### src/rtl/branch_eval_unit_pkg.sv
// Shared core package: comparison encodings, control state and the
// captured jump/branch operation bundle.
package branch_eval_unit_pkg;

    localparam logic [2:0] CMP_NONE   = 3'b000;
    localparam logic [2:0] CMP_EQ     = 3'b001;
    localparam logic [2:0] CMP_NE     = 3'b010;
    localparam logic [2:0] CMP_LT     = 3'b011;
    localparam logic [2:0] CMP_LTU    = 3'b100;
    localparam logic [2:0] CMP_GE     = 3'b101;
    localparam logic [2:0] CMP_GEU    = 3'b110;
    localparam logic [2:0] CMP_ALWAYS = 3'b111;

    typedef enum logic {
        IDLE = 1'b0,
        BUSY = 1'b1
    } bru_state_e;

    typedef struct packed {
        logic        jalr;
        logic [2:0]  ctrl;
        logic [31:0] rs1;
        logic [31:0] rs2;
        logic [31:0] imm;
        logic [31:0] pc;
    } bru_op_t;

endpackage

### src/rtl/branch_eval_unit_arith.sv
// Combinational datapath blocks for the branch unit: a 32-bit
// condition comparator and a 32-bit wrapping adder.
import branch_eval_unit_pkg::*;

module cmp_32 (
    input  logic [31:0] a,
    input  logic [31:0] b,
    input  logic [2:0]  ctrl,
    output logic        c
);

    always_comb begin
        c = 1'b0;
        case (ctrl)
            CMP_NONE:   c = 1'b0;
            CMP_EQ:     c = (a == b);
            CMP_NE:     c = (a != b);
            CMP_LT:     c = ($signed(a) < $signed(b));
            CMP_LTU:    c = (a < b);
            CMP_GE:     c = ($signed(a) >= $signed(b));
            CMP_GEU:    c = (a >= b);
            CMP_ALWAYS: c = 1'b1;
            default:    c = 1'b0;
        endcase
    end

endmodule

module add_32 (
    input  logic [31:0] a,
    input  logic [31:0] b,
    output logic [31:0] c
);

    assign c = a + b;

endmodule

### src/rtl/branch_eval_unit.sv
// Two-cycle jump/branch evaluation: capture on issue, results
// (condition, target, link) valid for one cycle after.
import branch_eval_unit_pkg::*;

module branch_eval_unit (
    input  logic        clk,
    input  logic        rst_n,
    input  logic        EN,
    input  logic        JALR,
    input  logic [2:0]  cmp_ctrl,
    input  logic [31:0] rs1_data,
    input  logic [31:0] rs2_data,
    input  logic [31:0] imm,
    input  logic [31:0] PC,
    output logic [31:0] PC_jump,
    output logic [31:0] PC_wb,
    output logic        cmp_res,
    output logic        valid
);

    bru_state_e  state_q, state_d;
    bru_op_t     op_q, op_d;
    logic [31:0] base;
    logic [31:0] tgt_sum;

    always_comb begin
        state_d = state_q;
        op_d    = op_q;
        case (state_q)
            IDLE: begin
                if (EN) begin
                    state_d = BUSY;
                    op_d    = '{jalr: JALR, ctrl: cmp_ctrl,
                                rs1: rs1_data, rs2: rs2_data,
                                imm: imm, pc: PC};
                end
            end
            BUSY:    state_d = IDLE;
            default: state_d = IDLE;
        endcase
    end

    always_ff @(posedge clk) begin
        if (!rst_n) begin
            state_q <= IDLE;
            op_q    <= '0;
        end else begin
            state_q <= state_d;
            op_q    <= op_d;
        end
    end

    assign base = op_q.jalr ? op_q.rs1 : op_q.pc;

    cmp_32 u_cmp (
        .a    (op_q.rs1),
        .b    (op_q.rs2),
        .ctrl (op_q.ctrl),
        .c    (cmp_res)
    );

    add_32 u_add_tgt (
        .a (base),
        .b (op_q.imm),
        .c (tgt_sum)
    );

    add_32 u_add_link (
        .a (op_q.pc),
        .b (32'd4),
        .c (PC_wb)
    );

    // JALR targets are halfword-aligned by clearing the sum's LSB
    assign PC_jump = {tgt_sum[31:1], tgt_sum[0] & ~op_q.jalr};
    assign valid   = (state_q == BUSY);

endmodule

### config.mk
export PLATFORM = sky130hd
export DESIGN_NAME = branch_eval_unit
export DESIGN_NICKNAME = d
export VERILOG_FILES = /design/src/rtl/branch_eval_unit_pkg.sv /design/src/rtl/branch_eval_unit_arith.sv /design/src/rtl/branch_eval_unit.sv
export SDC_FILE = /design/constraint.sdc
export NUM_CORES = 1
export LEC_CHECK = 0
export BUFFER_PORTS_ARGS = -buffer_cell sky130_fd_sc_hd__buf_2
export CORE_MARGIN = 4
export CORE_UTILIZATION = 31
export CTS_CLUSTER_DIAMETER = 30
export DETAILED_ROUTE_END_ITERATION = 16
export GPL_TIMING_DRIVEN = 0
export PLACE_DENSITY = 0.58
export REMOVE_ABC_BUFFERS = 1
export SYNTH_ARGS = -nofsm -noshare
export SYNTH_HDL_FRONTEND = slang
export SYNTH_SLANG_ARGS = --single-unit
### constraint.sdc
create_clock -name clk -period 4.1 [get_ports clk]
set_clock_uncertainty 0.2 [all_clocks]
set_input_delay 0.41 -clock clk [delete_from_list [all_inputs] [get_ports clk]]
set_output_delay 0.41 -clock clk [all_outputs]
set_load 0.02 [all_outputs]
Word level (Yosys, flattened, before mapping)
Index checks and enable logic that the tools add are counted.
Widths: inputs -> output; s select.
{"block": "classes", "n_addsub": 2, "order_cmp": 4, "eq_ne": 9, "mux": 4, "bitwise": 3, "reduce_logical": 2}
{"operator": "$ge 32x32->1", "n": 2}
{"operator": "$lt 32x32->1", "n": 2}
{"operator": "$add 32x3->32 const B", "n": 1}
{"operator": "$add 32x32->32", "n": 1}
{"operator": "$eq 32x32->1", "n": 1}
{"operator": "$mux 32", "n": 1}
{"operator": "$ne 32x32->1", "n": 1}
{"operator": "$eq 3x3->1 const B", "n": 4}
{"operator": "$pmux 1 s8", "n": 1}
{"operator": "$eq 3x2->1 const B", "n": 2}
{"operator": "$eq 3x1->1 const B", "n": 1}
{"operator": "$logic_not 3->1", "n": 1}
{"operator": "$not 1->1", "n": 2}
{"operator": "$pmux 1 s2", "n": 1}
{"operator": "$reduce_and 2->1", "n": 1}
{"operator": "$and 1x1->1", "n": 1}
{"operator": "$mux 1", "n": 1}
{"block": "word_totals", "ff_bits": 133, "out_inout_bits": 66, "elab_cells": 31}

Longest topological paths before layout
{"block": "logic_depth", "word_depth": 3, "ltp_mapped": 13}

Hierarchy
Synthesis repeated with hierarchy kept, for this count alone.
{"block": "unflattened", "cells_unflattened": 1223, "hier_area_um2": 10093.4}
{"module": "branch_eval_unit", "n_inst": 1, "cells_each": 614, "area_each_um2": 5671.7, "seq_area_each_um2": 2662.6}
{"module": "add_32", "n_inst": 2, "cells_each": 241, "area_each_um2": 1744.2, "seq_area_each_um2": 0.0}
{"module": "cmp_32", "n_inst": 1, "cells_each": 127, "area_each_um2": 933.4, "seq_area_each_um2": 0.0}

Least setup slack after synthesis
No wires, ideal clock.
{"block": "synth_path", "kind": "reg2out", "startpoint": "reg op_q[131] (netlist name)", "endpoint": "out PC_jump[24]", "arrival_ns": 3.351, "t_required_ns": 3.490, "slack_ns": 0.139, "path_stages_with_launch": 11, "cell_sequence": "dfxtp_1 clkbuf_1 clkbuf_1 mux2_2 ha_1 a21o_1 a21o_1 a21oi_1 a21boi_1 nor3b_1 o311ai_0"}
{"block": "synth_via", "elab_chain_cells": 2}
{"element": "start, declared", "line_no": "branch_eval_unit.sv:22", "text": "bru_op_t op_q, op_d;"}
{"element": "start signal, assigned", "line_no": "branch_eval_unit.sv:49", "text": "op_q <= op_d;"}
{"element": "$mux 32", "line_no": "branch_eval_unit.sv:53", "text": "assign base = op_q.jalr ? op_q.rs1 : op_q.pc;"}
{"element": "$add 32x32->32", "line_no": "branch_eval_unit_arith.sv:35", "text": "assign c = a + b;"}
{"element": "end, declared", "line_no": "branch_eval_unit.sv:15", "text": "output logic [31:0] PC_jump,"}
Every way passes these cells.

Final worst setup path
{"block": "layout_path", "startpoint": "reg op_q[131] (netlist name)", "endpoint": "out PC_jump[30]"}
The elaborated chain is that of the path after synthesis.

==> results_dict.tcl <==
set metrics [dict create \
    post_layout_nonfiller_instances 1564 \
    clk_pin_slew_worst_paths_ps 60 \
    cp_data_required_time_ps 3490 \
    final_cell_area_um2 10670 \
    grt.overflow.total 0 \
    clock_tree.buffer_depth 2 \
    route.detailed.vias_per_inst 4.784 \
    tritoncts "built" \
    worst-endpoint-arrival_ps 3460 \
    grt_pass1_vias 7408 \
    clkSinkCount 133 \
    wl_met1_um 11330 \
    syn-instance-count 1034 \
    timing.final.max_slew_violations 0 \
    ir_worst_vdd_uv 247.8 \
    core.rowCount 59 \
    setup_viol_count_final 0 \
    portBuffers 200 \
    clock_tree.htree_level_count 4 \
    floorplan.initialDensity_pct 31.44 \
    final.min_clock_period_ps 4069 \
    drc 0 \
    synth-main-ff-cell "sky130_fd_sc_hd__dfxtp_1" \
    area_growth_pct 30.64 \
    critPathBufInv 3 \
    worst_slew_margin_rel_pct 42.81 \
    clock_tree.root_cell "sky130_fd_sc_hd__clkbuf_16" \
    die_area_um2 29020 \
    register_area_um2 2666 \
    synth_area_leader_cell "sky130_fd_sc_hd__dfxtp_1" \
    critPathKind "reg -> out" \
    instance_count_after_placement_with_tap_cells_included 1521 \
    synthTopCellsByArea "sky130_fd_sc_hd__dfxtp_1, sky130_fd_sc_hd__nand2_1, sky130_fd_sc_hd__a21boi_0" \
    final_antenna_net_count 0 \
    timing.final.hold_violations 0 \
    groute.usage.overall_pct 16.27 \
    diodes 0 \
    yosysWarnings 0 \
    layout_cells_sized_above_1_pct 26.69 \
    routedWlPerCell_um 15.27 \
    yosys-top-cells-count "sky130_fd_sc_hd__nand2_1, sky130_fd_sc_hd__a21boi_0, sky130_fd_sc_hd__dfxtp_1" \
    die_height_um 170.3 \
    tritoncts.num_buffers 17 \
    ys_seq_area_share_pct 32.59 \
    multi_input_area_um2 5498 \
    via_count 7482 \
    synthDominantCellAreaShare_pct 32.59 \
    maxUsedRoutingLayer "met5" \
    grt_setup_unrepaired "yes" \
    ios 201 \
    netlist-cell-type-count 57 \
    first_iter_violations 265 \
    setup.worst_path.start_class "register" \
    cellLeakagePower_nw 4.677 \
    status "completed" \
    worstPathCellList "buf_16 -> mux2_2 -> ha_4 -> inv_1 -> fa_2 -> nand2b_4 -> a21oi_4 -> o21ai_4 -> o21ai_4 -> a21oi_4 -> o31ai_4 -> a31oi_2 -> xnor2_1 -> buf_4" \
    wl_met2_um 11090 \
    antenna_violations_before_repair 3 \
    power_density_over_the_cells_nw_per_um2 368.2 \
    hold_class "in -> reg" \
    detail_route.first_pass.iterations 4 \
    floorplan.core_area_um2 25980 \
    maximum_number_of_pins_on_one_net_before_global_route_repair 74 \
    layout_worst_path_cycle_share_pct 99.24 \
    synth_area_per_cell_um2 7.902 \
    hold_ws_ps 40.22 \
    hpwl_um 17810 \
    fillCellCount 2726 \
    synth_seq_cells 133 \
    synth-async-reset-ratio_pct 0 \
    detail_route.wirelength_um 23880 \
    worst_setup_end_kind "primary output" \
    synth_most_common_cell "sky130_fd_sc_hd__nand2_1" \
    fmaxAchievable_ghz 0.2458 \
    critical-path-top-delay-family "compound AO/OA/AOI/OAI gates" \
    mappedNetlistArea_um2 8170 \
    route.met3.wl_um 1162 \
    max-cap-violations 0 \
    clk_latency_ps 410 \
    fp.dieW_um 170.3 \
    grt_first_pass_wirelength_um 38180 \
    critPathSlowestCell "sky130_fd_sc_hd__o31ai_4" \
    synth_enable_flop_cells 0 \
    critical_path.max_stage_delay_ps 380 \
    tightest_slew_ps 848.9 \
    layout.nets 1417 \
    postPlaceCellArea_um2 9542 \
    gp_routability_congestion 0.8162 \
    cts_hold_buffers 0 \
    critical_path.max_fanout 11 \
]
==> logic make-up (layout without fill, tap and decap cells) <==
family	after synthesis	after routing	share of synthesized area [%]
flip-flops	133	133	32.59
buffers and inverters	104	299	4.870
AO/OA/AOI/OAI	247	247	21.68
AND/OR/NAND/NOR	396	396	20.34
adder cells (fa/ha/maj)	65	65	10.05
multiplexers	32	32	4.364
XOR/XNOR	57	57	6.110
==> flip-flops by register name, summed over array words and instances, names as in the netlist <==
register	cells
op_q	132
valid	1
==> stage by stage <==
stage	power [mW]	utilization [%]	setup TNS (ps)	setup WS, ps
after floorplan	1.944	-	-144620	-1138
after global placement	2.239	36.10	-551760	-4480
after detailed placement	2.242	36.72	-2664	-531.0
after CTS	3.969	40.36	-53.71	-34.03
after global routing	4.136	41.08	-578.2	-138.9
final	3.930	41.08	0	31.25
==> layout by cell type, fill, tap and decap left out, types with 15 or more instances in the layout <==
cell type	netlist	layout
sky130_fd_sc_hd__nand2_1	303	303
sky130_fd_sc_hd__nor2_1	22	22
sky130_fd_sc_hd__a21boi_0	133	132
sky130_fd_sc_hd__nand3_1	22	21
sky130_fd_sc_hd__mux2_2	29	28
sky130_fd_sc_hd__a21o_1	20	20
sky130_fd_sc_hd__nand4_1	15	15
sky130_fd_sc_hd__clkbuf_16	0	17
sky130_fd_sc_hd__xor2_1	16	16
sky130_fd_sc_hd__buf_4	2	19
sky130_fd_sc_hd__buf_2	0	191
sky130_fd_sc_hd__inv_1	50	50
sky130_fd_sc_hd__a21oi_1	35	32
sky130_fd_sc_hd__ha_1	64	48
sky130_fd_sc_hd__xnor2_1	41	41
sky130_fd_sc_hd__dfxtp_1	133	132
sky130_fd_sc_hd__ha_4	0	15
==> path summary, 6_finish.rpt <==
kind / start / to / slack, ps / depth (start not counted)
min: PC[28] / op_q[28] / 40 / 3
max: op_q[131] / PC_jump[30] / 30 / 14
min reg2reg: op_q[85] / op_q[85] / 260 / 2
max reg2reg: valid / op_q[12] / 2090 / 4
==> metal layers <==
layer	vias up	GRT usage, %
met5	-	0
met4	6	3.646
met3	22	3.647
met2	148	27.13
met1	3442	21.57
li1	3864	-
==> power by group <==
group | total, mW | internal (mW) | leakage, nW | switching, mW
registers | 1.44 | 1.37 | 1.09 | 0.0688
logic | 0.834 | 0.361 | 3.28 | 0.473
clock network | 1.66 | 1.05 | 0.297 | 0.610
==> cell type report <==
type	count	share of cell area (%)
Multi-Input combinational cell	797	51.51
Sequential cell	133	24.98
Timing Repair Buffer	218	11.92
Clock buffer	19	4.243
Tap cell	335	3.927
Inverter	50	1.758
Clock inverter	12	1.665
==> worst min-delay path, stage by stage <==
cell and delay [ps]:
sky130_fd_sc_hd__buf_2 90, sky130_fd_sc_hd__nand2_1 40, sky130_fd_sc_hd__a21boi_0 60
==> what timing repair did <==
action / 4_1_cts / 5_1_grt
gates resized for setup: 45 / 29
setup endpoints to repair: 23 / 12
pin swaps: 13 / 20
setup buffers: 7 / 5
No activity file was read; power rests on OpenSTA's default activity.
